--- src/rtl/register_file.sv ---
// register_file
//   Sixteen-entry general-purpose register bank with one synchronous write
//   port and two registered read ports (A and B). A read and a write to the
//   same index at the same edge return the incoming write data, so a value
//   written in cycle N can be consumed in cycle N without a stall.
//
// Ports
//   Clock       in   sole clock, rising-edge
//   Reset       in   synchronous active-high clear of all state
//   WrEnable    in   write strobe
//   WrAddr      in   write index
//   WrData      in   write data
//   RdEnableA   in   capture strobe for port A
//   RdAddrA     in   port A read index
//   RdEnableB   in   capture strobe for port B
//   RdAddrB     in   port B read index
//   ReadDataA   out  registered port A data (holds when not enabled)
//   ReadDataB   out  registered port B data (holds when not enabled)
//   ReadValidA  out  one-cycle pulse after an accepted port A read
//   ReadValidB  out  one-cycle pulse after an accepted port B read
module register_file #(
  parameter int DATA_WIDTH = 16,
  parameter int ADDR_WIDTH = 4
) (
  input  logic                  Clock,
  input  logic                  Reset,
  input  logic                  WrEnable,
  input  logic [ADDR_WIDTH-1:0] WrAddr,
  input  logic [DATA_WIDTH-1:0] WrData,
  input  logic                  RdEnableA,
  input  logic [ADDR_WIDTH-1:0] RdAddrA,
  input  logic                  RdEnableB,
  input  logic [ADDR_WIDTH-1:0] RdAddrB,
  output logic [DATA_WIDTH-1:0] ReadDataA,
  output logic [DATA_WIDTH-1:0] ReadDataB,
  output logic                  ReadValidA,
  output logic                  ReadValidB
);

  localparam int DEPTH = 2 ** ADDR_WIDTH;

  // Register storage. Every entry is cleared by reset, so this maps to flops
  // rather than block RAM; index 0 is an ordinary writable register.
  logic [DATA_WIDTH-1:0] regs_q [DEPTH];

  // One-hot write select, one bit per entry.
  logic [DEPTH-1:0] wr_sel;

  generate
    for (genvar gi = 0; gi < DEPTH; gi++) begin : g_wr_sel
      assign wr_sel[gi] = WrEnable && (WrAddr == ADDR_WIDTH'(gi));
    end
  endgenerate

  always_ff @(posedge Clock) begin
    for (int i = 0; i < DEPTH; i++) begin
      if (Reset) begin
        regs_q[i] <= '0;
      end else if (wr_sel[i]) begin
        regs_q[i] <= WrData;
      end
    end
  end

  // Forwarding: a same-edge write to the read index wins over the stored
  // value, so the old array contents never leak through on a collision.
  logic [DATA_WIDTH-1:0] fwd_a_d;
  logic [DATA_WIDTH-1:0] fwd_b_d;

  always_comb begin
    fwd_a_d = regs_q[RdAddrA];
    fwd_b_d = regs_q[RdAddrB];
    if (WrEnable && (WrAddr == RdAddrA)) begin
      fwd_a_d = WrData;
    end
    if (WrEnable && (WrAddr == RdAddrB)) begin
      fwd_b_d = WrData;
    end
  end

  logic [DATA_WIDTH-1:0] rd_data_a_q;
  logic [DATA_WIDTH-1:0] rd_data_b_q;
  logic                  rd_valid_a_q;
  logic                  rd_valid_b_q;

  always_ff @(posedge Clock) begin
    if (Reset) begin
      rd_data_a_q  <= '0;
      rd_data_b_q  <= '0;
      rd_valid_a_q <= 1'b0;
      rd_valid_b_q <= 1'b0;
    end else begin
      rd_valid_a_q <= RdEnableA;
      rd_valid_b_q <= RdEnableB;
      if (RdEnableA) begin
        rd_data_a_q <= fwd_a_d;
      end
      if (RdEnableB) begin
        rd_data_b_q <= fwd_b_d;
      end
    end
  end

  assign ReadDataA  = rd_data_a_q;
  assign ReadDataB  = rd_data_b_q;
  assign ReadValidA = rd_valid_a_q;
  assign ReadValidB = rd_valid_b_q;

endmodule

--- config.mk ---
export PLATFORM = sky130hd
export DESIGN_NAME = register_file
export DESIGN_NICKNAME = d
export VERILOG_FILES = /design/src/rtl/register_file.sv
export SDC_FILE = /design/constraint.sdc
export NUM_CORES = 1
export LEC_CHECK = 0
export BUFFER_PORTS_ARGS = -buffer_cell sky130_fd_sc_hd__buf_4
export CAP_MARGIN = 25
export CORE_MARGIN = 5
export CORE_UTILIZATION = 28
export DETAILED_ROUTE_END_ITERATION = 8
export PLACE_DENSITY_LB_ADDON = 0.25
export SLEW_MARGIN = 10
export SYNTH_ARGS = -nofsm -noshare
export SYNTH_HDL_FRONTEND = slang
export SYNTH_SLANG_ARGS = --single-unit
--- constraint.sdc ---
create_clock -name Clock -period 2.67 [get_ports Clock]
set_input_delay 0 -clock Clock [delete_from_list [all_inputs] [get_ports Clock]]
set_output_delay 0 -clock Clock [all_outputs]
set_load 0.03 [all_outputs]
==> impl_metrics.env <==
export IMPL_totalWireLength_mm=50.7
export IMPL_tritoncts_num_buffers=31
export IMPL_setup_viol=0
export IMPL_p_leak_nw=6.61
export IMPL_track_usage_pct=16.4
export IMPL_synth_top_area_share_pct=48.8
export IMPL_drc=0
export IMPL_async_flop_share_pct=0
export IMPL_htreeDepth=1
export IMPL_ys_ff_latch=290
export IMPL_syn_avg_cell_area_sq_um=13.5
export IMPL_cap_viol_max_count=0
export IMPL_gr_max_usage_layer="met2"
export IMPL_io_pin_count=67
export IMPL_relSlewSlack_pct=33.5
export IMPL_initial_core_util_pct=28.1
export IMPL_fin_nets=1269
export IMPL_rows=87
export IMPL_rsz0062_at_grt="false"
export IMPL_fillers=5514
export IMPL_netlist_instances=1167
export IMPL_totalPowerFinal_mw=11.2
export IMPL_drive_gt1_share_pct=21.9
export IMPL_synth_edf_count=256
export IMPL_clock_sinks=290
export IMPL_clk_latency_ns=0.58
export IMPL_via_count=10300
export IMPL_cp_top_family="buffers and inverters"
export IMPL_post_route_period_util_pct=86.2
export IMPL_finish_instance_area_sq_um=18400
export IMPL_grt_pass1_vias=10400
export IMPL_max_freq_mhz=434
export IMPL_required_ns=3.13
export IMPL_viasPerCell=5.09
export IMPL_dr_pass1_iters=5
export IMPL_crit_slowest_cell="nor2_1"
export IMPL_finalNonFillerCells=2017
export IMPL_cp_start_kind="primary input"
export IMPL_drtAntennaViolNets=0
export IMPL_grt_max_degree=55
export IMPL_dp_cells=1936
export IMPL_fin_crit_ns=2.30
export IMPL_hpwl_mm=33.3
export IMPL_synth_ff_type="edfxtp_1"
export IMPL_path_max_fanout=9
export IMPL_cp_arrival_ns=2.77
export IMPL_syn_nets=1200
export IMPL_slew_viol_final=0
export IMPL_cpPeakStageDelay_ns=0.78
export IMPL_setup_ws_ns=0.367
export IMPL_synthTopCellsByArea="edfxtp_1 (49%), and2_1 (10%), mux4_2 (8.6%), mux4_1 (6.0%), dfxtp_1 (4.3%)"
export IMPL_clk_pin_slew_ns=0.07
export IMPL_use_met2_pct=27.7
export IMPL_ys_warnings_count=0
export IMPL_use_met1_pct=22.1
export IMPL_dpl_cell_area_sq_um=17100
export IMPL_setup_tns_ns=0
export IMPL_path_buf_inv=4
export IMPL_cellPowerDensity_nw_per_um2=610
export IMPL_area_growth_pct=16.4
export IMPL_yosys_cell_types_count=39
export IMPL_port_buffers=66
export IMPL_hold_slack_ns=0.0434
export IMPL_path_cells="dlygate4sd3_1, buf_4, nor2_1, buf_4, a2bb2oi_1, nand3_1, a31oi_1, dlygate4sd3_1"
export IMPL_cts_buffer_depth=3
export IMPL_antenna_found_initial=1
export IMPL_dieArea_sq_um=61100
export IMPL_grtUsageMet3_pct=2.71
export IMPL_ir_drop_mv=0.450
export IMPL_drt_iter0_markers=868
export IMPL_utilization_pct=32.7
export IMPL_die_h_microns=247
export IMPL_cts_resized=0
export IMPL_endpoint_kind="register"
export IMPL_cts_root_buf="clkbuf_16"
export IMPL_ys_seq_area_share_pct=53.1
export IMPL_syn_cell_area_sq_um=15800
export IMPL_crit_type="primary input to register"
export IMPL_tightest_slew_ns=0.993
export IMPL_core_area_sq_um=56100
export IMPL_status="finished clean"
export IMPL_grt_pass1_wl_mm=74.1
export IMPL_dp_slack_ns=0.689
export IMPL_worst_clock_skew_ns=0.0113
export IMPL_grt_overflow_total=0
export IMPL_hold_viol_final=0
export IMPL_wl_per_cell_microns=25.2
export IMPL_die_w_microns=247
export IMPL_hp_class="primary input to register"
export IMPL_yosysTopAreaCell="edfxtp_1"
export IMPL_cts_tree="done"
export IMPL_gp_congestion=0.832
-- power breakdown --
part           switching, mW  internal (mW)
logic                  0.892          0.647
clock network           1.79           2.47
registers              0.172           5.22
-- final timing paths --
check | from | end | slack (ns) | cells after the start
setup / recovery | RdAddrA[0] | ReadDataA[5]$_SDFFE_PP0P_ | 0.37 | 8
hold / removal | RdEnableB | ReadDataB[15]$_SDFFE_PP0P_ | 0.04 | 6
setup reg to reg | regs_q[2][5]$_SDFFCE_PN0P_ | ReadDataA[5]$_SDFFE_PP0P_ | 0.69 | 5
hold reg to reg | ReadDataA[3]$_SDFFE_PP0P_ | ReadDataA[3]$_SDFFE_PP0P_ | 0.57 | 4
-- cells in the mapped netlist, types with 14 or more instances --
master,number
mux2_2,18
o21ai_0,18
a221oi_1,18
clkbuf_1,37
mux2i_1,64
buf_2,26
and2_1,256
nor2_1,70
nand2_1,67
nand3_1,15
a31oi_1,32
a2bb2oi_1,14
mux4_2,60
o41ai_1,32
a21o_1,17
dfxtp_1,34
mux4_1,36
edfxtp_1,256
-- worst register-to-register path, delay by kind of cell, from the launching register on --
kind	cells	cell delay, ns
AO/OA/AOI/OAI	2	0.28
buffers and inverters	1	0.59
flip-flops	1	0.38
multiplexers	1	0.52
AND/OR/NAND/NOR	1	0.09
-- logic make-up after synthesis --
| group | synth area share (%) |
|---|---|
| flops | 53.1 |
| simple gates | 15.8 |
| mux | 19.9 |
| xor+xnor | 0.492 |
| buf+inv | 3.74 |
| compound gates | 6.93 |
-- per-layer routing --
metal	share of wire, %	vias up	wire [microns]
met5	0	-	0
met4	2.2	0	1090
met3	6.0	68	3040
met2	49	365	24700
met1	43	5261	21900
li1	-	4570	-
-- sequential cells by signal (all words and copies together), names as in the netlist --
| register | count |
|---|---|
| ReadDataB | 16 |
| ReadDataA | 16 |
| ReadValidA | 1 |
| ReadValidB | 1 |
| regs_q | 256 |
-- what timing repair did --
item                      4_1_cts  5_1_grt
hold endpoints to repair      288        0
setup buffers                   0        0
hold buffers                   23        0
-- placed cells by master, fill, tap and decap left out, types with 3 or more instances in the layout --
cell | synthesis | routed
clkinv_1 | 2 | 6
o41ai_1 | 32 | 32
clkbuf_1 | 37 | 10
nor2b_1 | 4 | 4
clkbuf_16 | 0 | 31
o21bai_2 | 0 | 12
mux4_2 | 60 | 60
a21o_1 | 17 | 17
nor2_1 | 70 | 70
mux2i_1 | 64 | 64
dlygate4sd3_1 | 0 | 23
mux2_2 | 18 | 18
xnor2_1 | 7 | 7
dfxtp_1 | 34 | 34
mux4_1 | 36 | 36
and2_1 | 256 | 256
nand2_1 | 67 | 67
bufinv_16 | 0 | 3
nor2_4 | 12 | 12
o21ai_0 | 18 | 18
edfxtp_1 | 256 | 256
clkinv_2 | 0 | 6
buf_4 | 12 | 112
nor3b_4 | 3 | 3
a2bb2oi_1 | 14 | 14
a31oi_1 | 32 | 32
a221oi_1 | 18 | 18
nand3_1 | 15 | 15
buf_12 | 0 | 6
-- area by class of cell --
class	count	area, sq um	area share [%]
multi-input cells	768	6850	37.3
clock buffers	43	841	4.58
diodes	2	5.00	0.0273
inverters	4	15.0	0.0818
flip-flops and latches	290	8370	45.6
clock inverters	13	135	0.736
repair buffers	141	1190	6.49
well taps	756	946	5.15
Note: power is estimated with default switching activity, not from simulation.
